==> config.mk <==
export PLATFORM = sky130hd
export DESIGN_NAME = control_unit
export DESIGN_NICKNAME = d
export VERILOG_FILES = /design/src/rtl/control_unit_pkg.sv /design/src/rtl/control_unit_alu8.sv /design/src/rtl/control_unit.sv
export SDC_FILE = /design/constraint.sdc
export NUM_CORES = 1
export LEC_CHECK = 0
export ABC_CLOCK_PERIOD_IN_PS = 7700
export CORE_ASPECT_RATIO = 1.25
export CORE_MARGIN = 5
export CORE_UTILIZATION = 55
export CTS_BUF_LIST = sky130_fd_sc_hd__clkbuf_4
export DETAILED_ROUTE_END_ITERATION = 10
export GPL_TIMING_DRIVEN = 0
export PLACE_DENSITY = 0.92
export SLEW_MARGIN = 20
export SYNTH_ARGS = -nofsm -noshare
export SYNTH_HDL_FRONTEND = slang
export SYNTH_SLANG_ARGS = --single-unit
==> constraint.sdc <==
create_clock -name clk -period 7.7 [get_ports clk]
set_input_delay 1.155 -clock clk [delete_from_list [all_inputs] [get_ports clk]]
set_output_delay 1.155 -clock clk [all_outputs]
set_load 0.005 [all_outputs]
==> src/rtl/control_unit_pkg.sv <==
// Shared definitions for the control_unit sequencer: opcodes, FSM states and ALU selects.
// Also holds the helpers that map an opcode to its ALU operation and flag it as illegal.
package control_unit_pkg;

    localparam logic [3:0] OP_NOP = 4'h0;
    localparam logic [3:0] OP_LDR = 4'h1;
    localparam logic [3:0] OP_STR = 4'h2;
    localparam logic [3:0] OP_ADD = 4'h3;
    localparam logic [3:0] OP_SUB = 4'h4;
    localparam logic [3:0] OP_AND = 4'h5;
    localparam logic [3:0] OP_OR  = 4'h6;
    localparam logic [3:0] OP_LDI = 4'h7;
    localparam logic [3:0] OP_JMP = 4'h8;
    localparam logic [3:0] OP_JZ  = 4'h9;
    localparam logic [3:0] OP_HLT = 4'hF;

    typedef enum logic [1:0] {
        StFetch,
        StDecode,
        StExec,
        StHalt
    } state_e;

    typedef enum logic [2:0] {
        AluAdd,
        AluSub,
        AluAnd,
        AluOr,
        AluPassB
    } alu_sel_e;

    function automatic alu_sel_e alu_sel_of(logic [3:0] op);
        case (op)
            OP_ADD:  return AluAdd;
            OP_SUB:  return AluSub;
            OP_AND:  return AluAnd;
            OP_OR:   return AluOr;
            default: return AluPassB;
        endcase
    endfunction

    function automatic logic op_is_illegal(logic [3:0] op);
        return (op >= 4'hA) && (op <= 4'hE);
    endfunction

endpackage

==> src/rtl/control_unit_alu8.sv <==
// alu8: combinational 8-bit ALU for the control_unit datapath (ADD/SUB/AND/OR/PASS-B).
// c is the carry for ADD and the borrow (a < b) for SUB; zero otherwise.
module alu8
    import control_unit_pkg::*;
(
    input  logic [7:0] a,
    input  logic [7:0] b,
    input  alu_sel_e   sel,
    output logic [7:0] y,
    output logic       c
);

    always_comb begin
        y = b;
        c = 1'b0;
        unique case (sel)
            AluAdd:  {c, y} = {1'b0, a} + {1'b0, b};
            AluSub: begin
                y = a - b;
                c = (a < b);
            end
            AluAnd:  y = a & b;
            AluOr:   y = a | b;
            default: y = b;
        endcase
    end

endmodule

==> src/rtl/control_unit.sv <==
// control_unit: multi-cycle fetch/decode/execute sequencer with ACC and flags, driving regbank.
// Define CTRL_ILLEGAL_TRAP_EN to halt on opcodes A-E and expose the 'illegal' output.
module control_unit
    import control_unit_pkg::*;
#(
    parameter logic [7:0] RESET_PC = 8'h00
) (
    input  logic       clk,
    input  logic       rst,
    output logic [7:0] imem_addr,
    input  logic [7:0] imem_data,
    output logic       rb_wr,
    output logic [1:0] rb_rs,
    output logic [7:0] rb_data,
    input  logic [7:0] rb_val,
    output logic [7:0] acc,
    output logic       flag_z,
    output logic       flag_c,
    output logic       halted
`ifdef CTRL_ILLEGAL_TRAP_EN
    ,
    output logic       illegal
`endif
);

    state_e     state_q, state_d;
    logic [7:0] pc_q, pc_d;
    logic [7:0] ir_q, ir_d;
    logic [7:0] acc_q, acc_d;
    logic       z_q, z_d;
    logic       c_q, c_d;

    logic [3:0] op;
    logic [7:0] pc_inc;
    logic       trap;
    alu_sel_e   alu_sel;
    logic [7:0] alu_b;
    logic [7:0] alu_y;
    logic       alu_c;
    logic       unused_ir_bits;

    assign op             = ir_q[7:4];
    assign pc_inc         = pc_q + 8'd1;
    assign unused_ir_bits = ^ir_q[3:2];

`ifdef CTRL_ILLEGAL_TRAP_EN
    logic illegal_q;
    assign trap    = op_is_illegal(op);
    assign illegal = illegal_q;

    always_ff @(posedge clk or posedge rst) begin
        if (rst) begin
            illegal_q <= 1'b0;
        end else if (state_q == StExec && trap) begin
            illegal_q <= 1'b1;
        end
    end
`else
    assign trap = 1'b0;
`endif

    // LDI takes its operand straight off the ROM at pc; everything else uses the register read.
    assign alu_sel = alu_sel_of(op);
    assign alu_b   = (op == OP_LDI) ? imem_data : rb_val;

    alu8 u_alu (
        .a   (acc_q),
        .b   (alu_b),
        .sel (alu_sel),
        .y   (alu_y),
        .c   (alu_c)
    );

    always_ff @(posedge clk or posedge rst) begin
        if (rst) begin
            state_q <= StFetch;
            pc_q    <= RESET_PC;
            ir_q    <= 8'h00;
            acc_q   <= 8'h00;
            z_q     <= 1'b0;
            c_q     <= 1'b0;
        end else begin
            state_q <= state_d;
            pc_q    <= pc_d;
            ir_q    <= ir_d;
            acc_q   <= acc_d;
            z_q     <= z_d;
            c_q     <= c_d;
        end
    end

    always_comb begin
        state_d = state_q;
        unique case (state_q)
            StFetch:  state_d = StDecode;
            StDecode: state_d = StExec;
            StExec:   state_d = (op == OP_HLT || trap) ? StHalt : StFetch;
            StHalt:   state_d = StHalt;
            default:  state_d = StFetch;
        endcase
    end

    always_comb begin
        pc_d  = pc_q;
        ir_d  = ir_q;
        acc_d = acc_q;
        z_d   = z_q;
        c_d   = c_q;
        if (state_q == StFetch) begin
            ir_d = imem_data;
            pc_d = pc_inc;
        end else if (state_q == StExec) begin
            case (op)
                OP_LDR, OP_ADD, OP_SUB, OP_AND, OP_OR, OP_LDI: begin
                    acc_d = alu_y;
                    z_d   = (alu_y == 8'h00);
                end
                default: ;
            endcase
            if (op == OP_ADD || op == OP_SUB) begin
                c_d = alu_c;
            end
            case (op)
                OP_LDI:  pc_d = pc_inc;
                OP_JMP:  pc_d = imem_data;
                OP_JZ:   pc_d = z_q ? imem_data : pc_inc;
                default: ;
            endcase
        end
    end

    always_comb begin
        rb_wr = (state_q == StExec) && (op == OP_STR);
        rb_rs = (state_q == StDecode || state_q == StExec) ? ir_q[1:0] : 2'b00;
    end

    assign imem_addr = pc_q;
    assign rb_data   = acc_q;
    assign acc       = acc_q;
    assign flag_z    = z_q;
    assign flag_c    = c_q;
    assign halted    = (state_q == StHalt);

endmodule

Yosys cells after proc, flatten, opt, wreduce, memory -nomap -nowiden

Index checks and enable logic that the tools add are counted.

Bits of input ports: 18
Output and inout bits: 30
Bits in registers: 28

Eq/ne operators: 16
Add/sub/neg operators: 3
Reduce and logical (&&, ||, !) cells: 12
Magnitude comparators: 1
Mux-type cells: 11
Bitwise gates (word level): 3

Operators by type and width:

| cell                  | count |
|---|---|
| $mux W8               | 4 |
| $pmux W8 S4           | 1 |
| $pmux W8 S3           | 1 |
| $eq A4 B3 Y1 const B  | 4 |
| $eq A4 B4 Y1 const B  | 3 |
| $pmux W3 S4           | 1 |
| $add A8 B8 Y9         | 1 |
| $add A8 B1 Y8 const B | 1 |
| $and A8 B8 Y8         | 1 |
| $eq A4 B2 Y1 const B  | 2 |
| $logic_not A8 Y1      | 1 |
| $lt A8 B8 Y1          | 1 |
| $or A8 B8 Y8          | 1 |
| $pmux W2 S4           | 1 |
| $sub A8 B8 Y8         | 1 |
| $eq A3 B2 Y1 const B  | 2 |
| $reduce_and A3 Y1     | 2 |
| $reduce_or A6 Y1      | 1 |
| $eq A2 B2 Y1 const B  | 2 |
| $eq A4 B1 Y1 const B  | 1 |
| $mux W2               | 2 |
| $reduce_bool A4 Y1    | 1 |
| $eq A3 B1 Y1 const B  | 1 |
| $logic_not A3 Y1      | 1 |
| other kinds (8)       | 9 |

Depth between registers and ports, before layout

Word-level depth: 5
Depth in mapped cells: 13
Mapped depth without buffers: 12

Modules after synthesis

From an unflattened synthesis, not the netlist that was laid out.

Cells, all modules: 320
Area total of the unflattened synthesis: 2677.6 um^2

Modules (own cells, without submodules):

| module       | cells an instance | seq. area each (um^2) | area an instance (um^2) | instances |
|---|---|---|---|---|
| control_unit | 169               | 650.6                 | 1580.3                  | 1 |
| alu8         | 151               | 0.0                   | 1097.3                  | 1 |

Worst setup path before layout

No wires, ideal clock.

Path kind: in2reg
Start: input imem_data[0]
End: register z_q, in the netlist flag_z
Setup time: 0.095 ns
Cell stages on the path: 12
Buffers on the path: 0
Data arrival time: 3.281 ns
Setup slack: 4.323 ns
Path through: inv_1 > nor2_1 > a21o_1 > ha_1 > fa_1 > a211oi_1 > o21bai_1 > a21o_1 > a221o_1 > nand3_1 > nand2_1 > o31ai_1

Cells in the longest elaborated chain, start to end: 4
Elaborated cells on any way between the ends: 7
Classes of those cells: 2 x add/sub; 2 x mux; 2 x bitwise; 1 x reduce/logical

Ends and longest elaborated chain:

| what                                  | line                    | text |
|---|---|---|
| start, declared                       | control_unit.sv:11      | `input logic [7:0] imem_data,` |
| $mux W8 *                             | control_unit.sv:64      | `assign alu_b = (op == OP_LDI) ? imem_data : rb_val;` |
| $sub A8 B8 Y8 (tied with other cells) | control_unit_alu8.sv:19 | `y = a - b;` |
| $pmux W8 S4 *                         | control_unit_alu8.sv:16 | `unique case (sel)` |
| $logic_not A8 Y1 *                    | control_unit.sv:116     | `z_d = (alu_y == 8'h00);` |
| end signal, assigned                  | control_unit.sv:87      | `z_q <= z_d;` |
| end, declared                         | control_unit.sv:30      | `logic z_q, z_d;` |

Mark *: on every way between the ends. The rest lies on a longest branch, timed or not.
A chain may end at the register's enable or synchronous reset.

Worst setup path after layout

Same ends and word-level chain as after synthesis.

==> results by stage <==
Outcome:
- The run finished with clean final reports.

Finish:
- The multi-input combinational cells in the finished layout cover a total of 0.00180 mm2.
- The post-layout net count is 430.
- The fraction of layout cells with a size suffix above 1 is 10.0%.
- The filler cells instantiated in the layout total 397.
- Once layout is complete, the cells apart from fillers number 440.
- The total inserted antenna cells is 0.
- Registers take 651 um2.
- With fillers left out, the area of the finished cells amounts to 0.00328 mm2.
- The relative area change from synthesis to final layout is 22.3%.

Floorplanning:
- The number of rows in the core area is 28.
- The die outline area is 0.00639 mm2.
- The floorplan die width is 72.5 um.
- The die boundary height is 88.1 um.
- The floorplan core area is 0.00473 mm2.
- For this design the top-level I/O count stands at 48.
- The initial utilization of the core area, before any placement, comes to 56.7%.

Synth:
- The area share of the leading cell type in the synthesized netlist is 24.2%.
- sky130_fd_sc_hd__dfrtp_1 takes more of the synthesized area than any other cell.
- Counting flops with an async set or reset pin after synthesis yields a share of 100%.
- In this run, synthesis inferred 0 flip-flops with an integrated enable.
- Sorting the synthesized cells by area gives the leading types as sky130_fd_sc_hd__dfrtp_1 (24%), sky130_fd_sc_hd__ha_1 (14%), sky130_fd_sc_hd__mux2_2 (5.5%), sky130_fd_sc_hd__a21oi_1 (4.8%), sky130_fd_sc_hd__o21ai_0 (4.5%).
- The synthesized instance count is 329.
- For this run, the leading register cell type out of synthesis is sky130_fd_sc_hd__dfrtp_1.
- A synthesized cell averages 8.16 um2.
- The number of distinct library cell variants in the gate-level netlist after synthesis is 60.
- The number of nets in the synthesized netlist is 378.
- For this run, the number of Yosys warnings is 0.
- Sequential cells were found to cover 24.2% of the synthesized design area.
- The flip-flop and latch count after synthesis is 26.
- The total standard cell area after synthesis is 0.00268 mm2.

Drt:
- The per-cell via count in the routed design is 6.22.
- After detailed routing, the number of remaining DRC violations is 0.
- In the final routed layout, each cell accounts on average for 17.6 um.
- For this block, the initial DRC count from the detailed router was 293.
- The first-pass detailed-route iteration total is 5.
- The sum of routed wire length over all layers is 7.76 mm.
- Across all layers, the routed design uses 2738 vias.
- Once detail routing completed, the nets flagged for antenna violations numbered 0.

Setup path:
- The cell occurring most often along the worst timing path is sky130_fd_sc_hd__a21o_1.
- Across all register-to-register paths, the minimum setup slack is 4210 ps.
- The most critical setup path has its endpoint at flag_z.
- The worst register-to-register path begins at ir_q[7].
- At the worst endpoint, the arrival time is 4070 ps.
- In this run the critical register-to-register path is captured at flag_z.
- Together, buffers and inverters on the worst path number 2.
- The kind of capture point of the worst setup path is a register.
- The start point of the critical path is imem_data[0].
- For this design, the slowest cell found on the critical path is sky130_fd_sc_hd__clkdlybuf4s50_1.
- The largest stage delay on the critical path is 450 ps.
- The cell class contributing the biggest share of worst-path delay is compound AO/OA/AOI/OAI gates.
- The worst-case reg-to-reg path depth is 12.
- Of all nets on the critical path, the largest fanout is 4.
- The critical path depth in cells is 13.
- The signal on the critical path passes through clkdlybuf4s50_1, inv_1, nor2_1, a21o_1, ha_1, fa_1, a211oi_1, o21bai_1, a21o_1, a221o_1, nand3_1, nand2_1, o31ai_1.
- STA puts the critical path data required time at 7970 ps.
- The type of element launching the critical path is an input port.
- The critical path is of the in -> reg type.

CTS:
- The tree built by TritonCTS fans out to 26 sinks.
- The TritonCTS clock tree is done.
- The quantity of gates resized following cts is 0.
- Buffers inserted to repair hold after CTS numbered 0.
- Buffers added to address setup during post-CTS repair amount to 0.
- No sink is reached through more buffers than the 2 on the longest clock path.
- TritonCTS created 3 clock buffers.
- Clock-pin slew was measured on the worst setup and hold paths at 170 ps.
- The insertion delay of the later-clocked pin in the worst-skew pair is 340 ps.
- The H-tree depth is 1.
- The clock tree root driver cell is sky130_fd_sc_hd__clkbuf_4.

Power and ir drop:
- Combinational cells account for 72.8% of the total power.
- Across the VDD grid, the largest voltage drop is 0.000208 V.
- The switching part of the total power is 48.0%.
- The internal portion of the total power is 0.760 mW.
- In this run the static leakage power is 1.46 nW.
- Of the total power, registers draw 20.2%.
- The net switching component of the power is 0.700 mW.
- For this design the ratio of total power to cell area is 445 mW/mm2.
- The overall power is 1.46 mW.
- The clock network accounts for 7.0% of the total power.

Timing:
- The post-layout minimum cycle time is 3800 ps.
- The hold violation count in the final report is 0.
- The count of final max-slew check failures came to 0.
- The setup TNS after final layout is 0 ps.
- The worst slew slack as a fraction of its limit is 42.6%.
- The final critical path takes up 49.4% of the cycle.
- The post-route clock skew is 5.57 ps.
- For the pin with the worst max-slew slack, the measured transition is 854 ps.
- The maximum operating frequency is 263 MHz.
- Setup violations remaining at the end of the flow were counted as 0.
- Setup repair after global routing left no endpoint under its margin.

Global routing:
- Entering global routing, the biggest net connects 27 pins.
- Global routing used 24.7% of the available tracks across all layers.
- The number of global-route vias before repair is 2680.
- The initial antenna violation count is 0.
- The global-route wire length before repair is 12.4 mm.
- After global routing the overflow that remains totals 0.

Placed design:
- After detailed placement, the design holds a cell count of 436.
- During placement, the flow inserted port buffers numbering 47.
- Detailed placement ended at an HPWL of 5.94 mm.
- The congestion estimate from routability-driven global placement came to 0.905.
- In this run the cell area measured after placement is 0.00323 mm2.

Min path:
- In this run the worst hold path is classified as reg -> reg.

Run:
- The tool flagged a number of max-cap violations equal to 0.
power by group through the flow:
| stage | combinational (mW) | sequential, mW | clock, mW |
|---|---|---|---|
| global placement | 1.02 | 0.291 | 0 |
| finish | 1.06 | 0.295 | 0.101 |
| global route | 1.16 | 0.309 | 0.106 |
| CTS | 1.05 | 0.293 | 0.101 |
| floorplan | 0.697 | 0.282 | 0 |
| detailed placement | 1.04 | 0.297 | 0 |
worst min-delay path, delay by kind of cell, from the launching register on:
family        cells  cell delay (ps)
flops             1              390
simple gates      2              110
cell type report:
class	instances	share of cell area (%)
Sequential cell	26	19.8
Clock buffer	3	0.686
Tap cell	60	2.29
Multi-Input combinational cell	252	55.0
Clock inverter	1	0.915
Buffer	23	3.77
Inverter	28	3.20
Timing Repair Buffer	47	14.3
how the worst min path moves through the flow:
| stage | startpoint | end | slack (ps) | cells past startpoint |
|---|---|---|---|---|
| 2_1_floorplan | flag_c | flag_c | 470 | 2 |
| 3_3_place_gp | flag_c | flag_c | 470 | 2 |
| 3_5_place_dp | flag_c | flag_c | 490 | 2 |
| 4_1_cts | flag_c | flag_c | 530 | 2 |
| 5_1_grt | flag_c | flag_c | 540 | 2 |
| 6_report | flag_c | flag_c | 520 | 2 |
metrics by stage:
step / setup WS (ps) / utilization, % / hold slack (ps)
6_report: 3900 / 69.4 / 524
5_1_grt: 3660 / 69.4 / 544
4_1_cts: 3930 / 69.4 / 525
3_5_place_dp: 3580 / 68.3 / 491
3_3_place_gp: 3570 / 68.3 / 467
2_1_floorplan: 4320 / - / 471
flip-flops by register name (all words and copies together), names as in the netlist:
register	flops
imem_addr	8
state_q	2
acc	8
flag_c	1
flag_z	1
ir_q	6
layout by cell type, fill, tap and decap left out, types with 3 or more instances in the layout:
cell type                          n
sky130_fd_sc_hd__a21oi_1          26
sky130_fd_sc_hd__nand2_1          24
sky130_fd_sc_hd__nor2_1           18
sky130_fd_sc_hd__mux2_2           13
sky130_fd_sc_hd__nand3_1           6
sky130_fd_sc_hd__dfrtp_1          26
sky130_fd_sc_hd__o21ai_1           4
sky130_fd_sc_hd__and2_1            4
sky130_fd_sc_hd__nor3b_1           3
sky130_fd_sc_hd__o21ai_0          24
sky130_fd_sc_hd__ha_1             29
sky130_fd_sc_hd__clkbuf_1          8
sky130_fd_sc_hd__clkbuf_4          3
sky130_fd_sc_hd__and3_1            4
sky130_fd_sc_hd__a211oi_1          3
sky130_fd_sc_hd__inv_1            26
sky130_fd_sc_hd__a31oi_1           6
sky130_fd_sc_hd__nor3_1            6
sky130_fd_sc_hd__o22ai_1           6
sky130_fd_sc_hd__mux2i_1           3
sky130_fd_sc_hd__clkdlybuf4s50_1  47
sky130_fd_sc_hd__nand4b_1          3
sky130_fd_sc_hd__or3_1             4
sky130_fd_sc_hd__a21o_1            6
sky130_fd_sc_hd__buf_2             6
sky130_fd_sc_hd__nand2b_1          4
sky130_fd_sc_hd__o221ai_1          4
sky130_fd_sc_hd__buf_4             8
sky130_fd_sc_hd__nor2b_1          10
sky130_fd_sc_hd__o211ai_1          3
cell families (layout without fill, tap and decap cells):
group / Yosys count / in the layout / synth area share (%)
AOI/OAI and AO/OA: 104 / 104 / 24.7
xor gates and xnor gates: 3 / 3 / 0.979
adders and majority gates: 31 / 31 / 15.0
buffers and inverters: 51 / 102 / 8.53
DFF: 26 / 26 / 24.2
muxes: 17 / 17 / 6.99
and+or+nand+nor: 97 / 97 / 19.5
routing by layer:
| metal | up-vias | part of all wire, % | global-route usage, % |
|---|---|---|---|
| met3 | 31 | 7.2 | 3.79 |
| li1 | 1273 | - | - |
| met4 | 0 | 4.1 | 13.4 |
| met5 | - | 0 | 0 |
| met1 | 1290 | 39 | 27.8 |
| met2 | 144 | 50 | 44.1 |
Yosys cell counts (all sizes together) (8+ instances only):
cell type  instances
ha                29
inv               28
o21ai             28
a21oi             26
dfrtp             26
nand2             25
nor2              18
buf               15
mux2              14
nor2b             10
clkbuf             8
No activity file was read; power rests on OpenSTA's default activity.
